--- config.mk ---
export PLATFORM = sky130hd
export DESIGN_NAME = sar_adc_seq
export DESIGN_NICKNAME = d
export VERILOG_FILES = /design/src/rtl/sar_adc_seq.sv
export SDC_FILE = /design/constraint.sdc
export NUM_CORES = 1
export LEC_CHECK = 0
export BUFFER_PORTS_ARGS = -buffer_cell sky130_fd_sc_hd__buf_2
export CAP_MARGIN = 20
export CORE_MARGIN = 4
export CORE_UTILIZATION = 54
export CTS_CLUSTER_SIZE = 24
export DETAILED_ROUTE_END_ITERATION = 10
export PLACE_DENSITY_LB_ADDON = 0.25
export SKIP_CTS_REPAIR_TIMING = 1
export SLEW_MARGIN = 30
export SYNTH_ARGS = -nofsm -noshare
export SYNTH_HDL_FRONTEND = slang
export SYNTH_SLANG_ARGS = --single-unit
--- constraint.sdc ---
create_clock -name clk -period 4 [get_ports clk]
set_input_delay 0.8 -clock clk [delete_from_list [all_inputs] [get_ports clk]]
set_output_delay 0.8 -clock clk [all_outputs]
set_load 0.02 [all_outputs]
--- src/rtl/sar_adc_seq.sv ---
// SAR conversion sequencer: sample/hold, channel scan and bitwise successive approximation,
// with a one-entry valid/ready result buffer that flags overwritten results.
module sar_adc_seq #(
    parameter int WIDTH  = 8,
    parameter int NCH    = 4,
    parameter int CHW    = 2,
    parameter int SAMPLE = 2,
    parameter int SETTLE = 1
) (
    input  logic             clk,
    input  logic             rst_n,
    input  logic             start,
    input  logic             stop,
    input  logic             mode_cont,
    input  logic [NCH-1:0]   ch_mask,
    input  logic             cmp,
    output logic             busy,
    output logic             sample,
    output logic [CHW-1:0]   ch_sel,
    output logic [WIDTH-1:0] dac_code,
    output logic             res_valid,
    input  logic             res_ready,
    output logic [WIDTH-1:0] res_data,
    output logic [CHW-1:0]   res_ch,
    output logic             overrun
);
    localparam int BW   = $clog2(WIDTH);
    localparam int CMAX = (SAMPLE > SETTLE) ? SAMPLE : SETTLE;
    localparam int CW   = (CMAX > 1) ? $clog2(CMAX) : 1;

    typedef enum logic [1:0] {S_IDLE, S_SAMPLE, S_CONVERT} state_e;

    state_e           state_q, state_d;
    logic [CW-1:0]    cnt_q, cnt_d;
    logic [BW-1:0]    bit_q, bit_d;
    logic             fin_q, fin_d;
    logic [NCH-1:0]   mask_q, mask_d;
    logic             cont_q, cont_d;
    logic             busy_q, busy_d;
    logic             sample_q, sample_d;
    logic [CHW-1:0]   ch_sel_q, ch_sel_d;
    logic [WIDTH-1:0] dac_code_q, dac_code_d;
    logic             res_valid_q, res_valid_d;
    logic [WIDTH-1:0] res_data_q, res_data_d;
    logic [CHW-1:0]   res_ch_q, res_ch_d;
    logic             overrun_q, overrun_d;

    logic [CHW-1:0]   st_ch, lo_ch, nx_ch;
    logic             nx_found;
    logic             load;
    logic [WIDTH-1:0] onehot;

    // Channel pickers: first set bit of the incoming mask, of the latched mask,
    // and the next set bit above the channel currently converting.
    always_comb begin
        st_ch    = '0;
        lo_ch    = '0;
        nx_ch    = '0;
        nx_found = 1'b0;
        for (int i = NCH - 1; i >= 0; i--) begin
            if (ch_mask[i]) st_ch = CHW'(i);
            if (mask_q[i])  lo_ch = CHW'(i);
            if (mask_q[i] && (i > int'(ch_sel_q))) begin
                nx_ch    = CHW'(i);
                nx_found = 1'b1;
            end
        end
    end

    always_comb begin
        state_d     = state_q;
        cnt_d       = cnt_q;
        bit_d       = bit_q;
        fin_d       = fin_q;
        mask_d      = mask_q;
        cont_d      = cont_q;
        sample_d    = sample_q;
        ch_sel_d    = ch_sel_q;
        dac_code_d  = dac_code_q;
        res_valid_d = res_valid_q;
        res_data_d  = res_data_q;
        res_ch_d    = res_ch_q;
        overrun_d   = 1'b0;
        load        = 1'b0;
        onehot      = WIDTH'(1) << bit_q;

        case (state_q)
            S_IDLE: begin
                if (start && !stop && (ch_mask != '0)) begin
                    state_d    = S_SAMPLE;
                    mask_d     = ch_mask;
                    cont_d     = mode_cont;
                    ch_sel_d   = st_ch;
                    sample_d   = 1'b1;
                    dac_code_d = '0;
                    cnt_d      = '0;
                end
            end
            S_SAMPLE: begin
                if (cnt_q == CW'(SAMPLE - 1)) begin
                    state_d    = S_CONVERT;
                    sample_d   = 1'b0;
                    dac_code_d = {1'b1, {(WIDTH-1){1'b0}}};
                    bit_d      = BW'(WIDTH - 1);
                    fin_d      = 1'b0;
                    cnt_d      = '0;
                end else begin
                    cnt_d = cnt_q + 1'b1;
                end
            end
            S_CONVERT: begin
                if (fin_q) begin
                    // Final code has been on the DAC for one cycle; hand it off.
                    load       = 1'b1;
                    dac_code_d = '0;
                    cnt_d      = '0;
                    if (nx_found || cont_q) begin
                        state_d  = S_SAMPLE;
                        sample_d = 1'b1;
                        ch_sel_d = nx_found ? nx_ch : lo_ch;
                    end else begin
                        state_d = S_IDLE;
                    end
                end else if (cnt_q == CW'(SETTLE - 1)) begin
                    cnt_d      = '0;
                    dac_code_d = (dac_code_q & ~onehot) | (cmp ? onehot : '0) | (onehot >> 1);
                    if (bit_q == '0) fin_d = 1'b1;
                    else             bit_d = bit_q - 1'b1;
                end else begin
                    cnt_d = cnt_q + 1'b1;
                end
            end
            default: state_d = S_IDLE;
        endcase

        if (stop && (state_q != S_IDLE)) begin
            state_d    = S_IDLE;
            sample_d   = 1'b0;
            dac_code_d = '0;
            load       = 1'b0;
        end

        if (load) begin
            res_valid_d = 1'b1;
            res_data_d  = dac_code_q;
            res_ch_d    = ch_sel_q;
            overrun_d   = res_valid_q & ~res_ready;
        end else if (res_valid_q && res_ready) begin
            res_valid_d = 1'b0;
        end

        busy_d = (state_d != S_IDLE);
    end

    always_ff @(posedge clk or negedge rst_n) begin
        if (!rst_n) begin
            state_q     <= S_IDLE;
            cnt_q       <= '0;
            bit_q       <= '0;
            fin_q       <= 1'b0;
            mask_q      <= '0;
            cont_q      <= 1'b0;
            busy_q      <= 1'b0;
            sample_q    <= 1'b0;
            ch_sel_q    <= '0;
            dac_code_q  <= '0;
            res_valid_q <= 1'b0;
            res_data_q  <= '0;
            res_ch_q    <= '0;
            overrun_q   <= 1'b0;
        end else begin
            state_q     <= state_d;
            cnt_q       <= cnt_d;
            bit_q       <= bit_d;
            fin_q       <= fin_d;
            mask_q      <= mask_d;
            cont_q      <= cont_d;
            busy_q      <= busy_d;
            sample_q    <= sample_d;
            ch_sel_q    <= ch_sel_d;
            dac_code_q  <= dac_code_d;
            res_valid_q <= res_valid_d;
            res_data_q  <= res_data_d;
            res_ch_q    <= res_ch_d;
            overrun_q   <= overrun_d;
        end
    end

    assign busy      = busy_q;
    assign sample    = sample_q;
    assign ch_sel    = ch_sel_q;
    assign dac_code  = dac_code_q;
    assign res_valid = res_valid_q;
    assign res_data  = res_data_q;
    assign res_ch    = res_ch_q;
    assign overrun   = overrun_q;

endmodule
==> Yosys cells after proc, flatten, opt, wreduce, memory -nomap -nowiden <==
Index checks and enable logic that the tools add are counted.
Widths: inputs -> output; s select.
{ "word_totals": {"regBits": 36, "input_bits": 11, "output_inout_bits": 24, "wordCells": 124} }
{ "classes": {"n_addsub": 2, "magnitude_cmp": 3, "eq_ne": 14, "n_shift": 1, "mux": 58, "bitwise_logic": 6, "n_reduce_logical": 26} }
{ "op_table": {"columns": ["op", "count"], "rows": [
  ["$mux 8", 6],
  ["$mux 2", 19],
  ["$pmux 8 s3", 1],
  ["$mux 1", 22],
  ["$ne 2x2->1 const B", 7],
  ["$mux 3", 4],
  ["$ne 3x3->1 const B", 4],
  ["$reduce_and 5->1", 2],
  ["$reduce_bool 2->1", 5],
  ["$and 8x8->8", 1],
  ["$not 8->8", 1],
  ["$or 8x7->8", 1],
  ["$or 8x8->8", 1],
  ["$reduce_and 4->1", 2],
  ["$reduce_bool 4->1", 2],
  ["$shl 1x3->8 const A", 1],
  ["$logic_and 1x1->1", 7],
  ["$pmux 1 s3", 2],
  ["$pmux 2 s3", 1],
  ["$pmux 3 s2", 1],
  ["$reduce_and 2->1", 3],
  ["$gt 2x2->1 const A", 2],
  ["$ne 4x4->1 const B", 1],
  ["$pmux 2 s2", 1],
  ["other kinds (13)", 13]
]} }

==> Depth between registers and ports, before layout <==
{ "depth": {"word_depth": 11, "depth_mapped": 9, "depth_no_buf": 7} }

==> Worst setup path before layout <==
No wires, ideal clock.
{ "synth_timing": {"kind": "input port to flip-flop", "from": "input ch_mask[1]", "to": "register dac_code_q[7], in the netlist dac_code[7]", "setup_ns": 0.124, "arrival_time_ns": 2.017, "required_ns": 3.876, "slack_ns": 1.859, "stages": 6, "n_path_buf": 1, "cell_sequence": "or4_4 > a31oi_4 > a311oi_2 > buf_6 > a21oi_2 > a21oi_1"} }
{ "synth_between": {"elab_chain_len": 4} }
{ "synth_lines": {"columns": ["item", "line_no", "text"], "rows": [
  ["start: declaration", "15", "input logic [NCH-1:0] ch_mask,"],
  ["$reduce_bool 4->1", "89", "if (start && !stop && (ch_mask != '0)) begin"],
  ["$logic_and 1x1->1", "89", null],
  ["$ne 3x3->1 (no source line)", null, null],
  ["$reduce_and 4->1 (no source line)", null, null],
  ["end signal: assignment", "181", "dac_code_q <= dac_code_d;"],
  ["end: declaration", "42", "logic [WIDTH-1:0] dac_code_q, dac_code_d;"]
]} }
Every way passes these cells.
A chain may end at the register's enable or synchronous reset.

==> Worst setup path after layout <==
{ "layout_timing": {"from": "register state_q[1]", "to": "register dac_code_q[6], in the netlist dac_code[6]"} }
{ "layout_between": {"elab_chain_len": 4, "word_cells_on_any_way": 12, "cone_classes": "5 x eq/ne; 2 x mux; 5 x reduce/logical"} }
{ "layout_lines": {"columns": ["item", "line_no", "text"], "rows": [
  ["start: declaration", "33", "state_e state_q, state_d;"],
  ["start signal: assignment", "172", "state_q <= state_d;"],
  ["$reduce_bool 2->1", "136", "if (stop && (state_q != S_IDLE)) begin"],
  ["$logic_and 1x1->1", "136", null],
  ["$ne 4x4->1 (no source line), or another cell as far along", null, null],
  ["$reduce_and 4->1 (no source line)", null, null]
]} }
Several ways; a longest one is shown, not always the timed one.

==> run metrics <==
# rows 21; drt first pass iters 4; starting density of the core 0.572; Highest Signal Layer met4; Slew Limit Fails 0; Rel. slew slack 0.476; most frequent cells in the layout dfrtp_1, buf_2, mux2_2; worst slew pin tran 0.786 ns; max_cap viols 0; via count 1569; Cell Pwr Density 737 nW/um2; IO Count 35; CP startpoint kind flop; R2R setup slack 1.78 ns; Final nets 242; Avg Synthesized Cell Area 10.4 um2; Antenna Violating Nets Remaining 0; final RePlAce weighted congestion 0.832; Max clock buf depth 2; critical path data arrival time 2.49 ns; core box area 3420 um2; share of flip-flops with an asynchronous set or reset 1.00; crit share post-route 0.554; worst slack, placed 1.51 ns; Clock Skews 0.00546 ns; clock-pin slew on the worst setup and hold paths 0.11 ns; CP top delay family compound AO/OA/AOI/OAI gates; VDD IR-drop max 345 uV; fraction of layout cells with a size suffix above 1 0.314; DR vias/cell 5.83; Routed met3 length 304 um; ys flop type dfrtp_1; Worst Hold Slack 0.510 ns; Detail Placement HPWL 3090 um; first-pass GRT wire length 6710 um; CP max FO 16; wire length on met1 1680 um; Tot GR Track Use 0.196; initial antenna violation count 0; die area 4640 um2; Die Width 68.1 um; cts bufs inserted 5; launch point of the worst reg-to-reg path state_q[1]$_DFF_PN0_; slowest cell delay on critical path 0.58 ns; Total Wirelength 3980 um; Iteration-0 DRC Markers 73; data required time of the critical path 4.27 ns; CTS tree built; Crit. End Element flop; Seq/Total Area, Yosys 0.461; Bufs and invs on worst path 1; CP cell instances inv_1, ha_1, nor2b_4, a22o_1, a311oi_4, a31oi_1, a21oi_1; clk_lat worst skew 0.34 ns; grt total ovfl 0; DIE HEIGHT 68.1 um; Synth-to-Final Area Change 14.4%; setup TNS 0 ns; synth warn 0; Critical Path Source state_q[1]$_DFF_PN0_; Crit-path slowest cell a311oi_4; Overall Power 0.00165 W; max frequency 451 MHz; Fill cells 288; Final Hold Vio Count 0; Port Buf Inserts 34; drt wl/cell 14.8 um; largest net degree at the start of global routing 37; Post-synth EDFFs 0; clock period minus final worst setup slack 2.22 ns; Net Count, Synth 207; Crit Path Class reg2reg; vias in the first global route 1476; CTS root buffer clkbuf_4; CTS H-tree depth 2; commonest non-fill, non-tap cell in the layout dfrtp_1; Synth Cell Area 1950 um2; Mapped Cells 187; wire length on met2 1940 um; leak pwr 1.10 nW; slack of the critical path 1.78 ns; Seq cells post-synth 36; Netlist cell types 40; drt drc 0; Antenna Cells 0; RSZ-0062 raised after global routing no; CTS Sinks 36; type of the tightest min-delay check reg2reg; outcome finished clean; Final setup viols 0; hold_sp res_data[5]$_DFFE_PN0P_
[synthesized netlist by cell type (all sizes together) (2+ instances only)]
cell type  count  area share
dfrtp         36        0.46
mux2          17       0.098
a21oi         15       0.042
o21ai         14       0.036
inv           12       0.023
a31oi         11       0.043
nand2         10       0.019
ha             9       0.058
nand2b         8       0.026
nor2           7       0.013
nand3          5       0.013
nor3           5       0.013
o31ai          5       0.019
buf            4       0.015
or2            4       0.013
nor2b          3       0.013
a211o          2      0.0090
a211oi         2       0.010
and3           2      0.0064
clkbuf         2      0.0038
o21bai         2      0.0077
[through the flow]
stage          instances  utilization  cell area, um2
5_1_grt              269        0.654            2230
6_report             269        0.654            2230
4_1_cts              269        0.651            2220
2_1_floorplan        187            -            1950
3_3_place_gp         261        0.627            2140
3_5_place_dp         261        0.627            2140
[report_power, final]
part	switching [W]	total (W)	internal [W]	leakage (nW)
clock network	0.000122	0.000252	0.000130	0.0412
registers	0.000145	0.000631	0.000487	0.470
logic	0.000440	0.000764	0.000323	0.587
total	0.000707	0.00165	0.000940	1.10
[worst paths after layout]
check | to | depth (start not counted)
max in group asynchronous | mask_q[2]$_DFFE_PN0P_ | 1
setup / recovery | dac_code[6]$_DFFE_PN0P_ | 7
hold reg to reg | res_data[5]$_DFFE_PN0P_ | 1
setup reg to reg | dac_code[6]$_DFFE_PN0P_ | 7
min in group asynchronous | res_ch[1]$_DFFE_PN0P_ | 1
hold / removal | res_data[5]$_DFFE_PN0P_ | 1
[routing by layer]
layer,vias up,track usage
met5,-,0
met4,0,0.0645
met3,7,0.0542
met2,63,0.323
met1,752,0.247
li1,747,-
[worst register-to-register path, delay by kind of cell, from the launching register on]
kind	cells	cell delay, ns
AOI/OAI and AO/OA	4	1.18
DFF	1	0.41
adders and majority gates	1	0.29
and+or+nand+nor	1	0.17
buffers and inverters	1	0.10
[logic make-up after synthesis]
| kind of cell | share of synthesized area |
|---|---|
| adder cells (fa/ha/maj) | 0.0577 |
| multiplexers | 0.103 |
| buffers and inverters | 0.0423 |
| flip-flops | 0.461 |
| AND/OR/NAND/NOR | 0.139 |
| AO/OA/AOI/OAI | 0.197 |
[final cells by class]
class                           instances  area, um2  area share
Inverter                               12       45.0      0.0202
Clock buffer                            5       37.5      0.0168
Timing Repair Buffer                   34        170      0.0761
Clock inverter                          3       42.5      0.0190
Multi-Input combinational cell        133        981       0.439
Sequential cell                        36        901       0.403
Tap cell                               46       57.6      0.0258
[sequential cells by signal, indices dropped and copies added, names as in the netlist, 2 cells and up]
| signal | flops |
|---|---|
| bit_q | 3 |
| ch_sel | 2 |
| dac_code | 8 |
| mask_q | 4 |
| res_ch | 2 |
| res_data | 8 |
| state_q | 2 |
No activity file was read; power rests on OpenSTA's default activity.
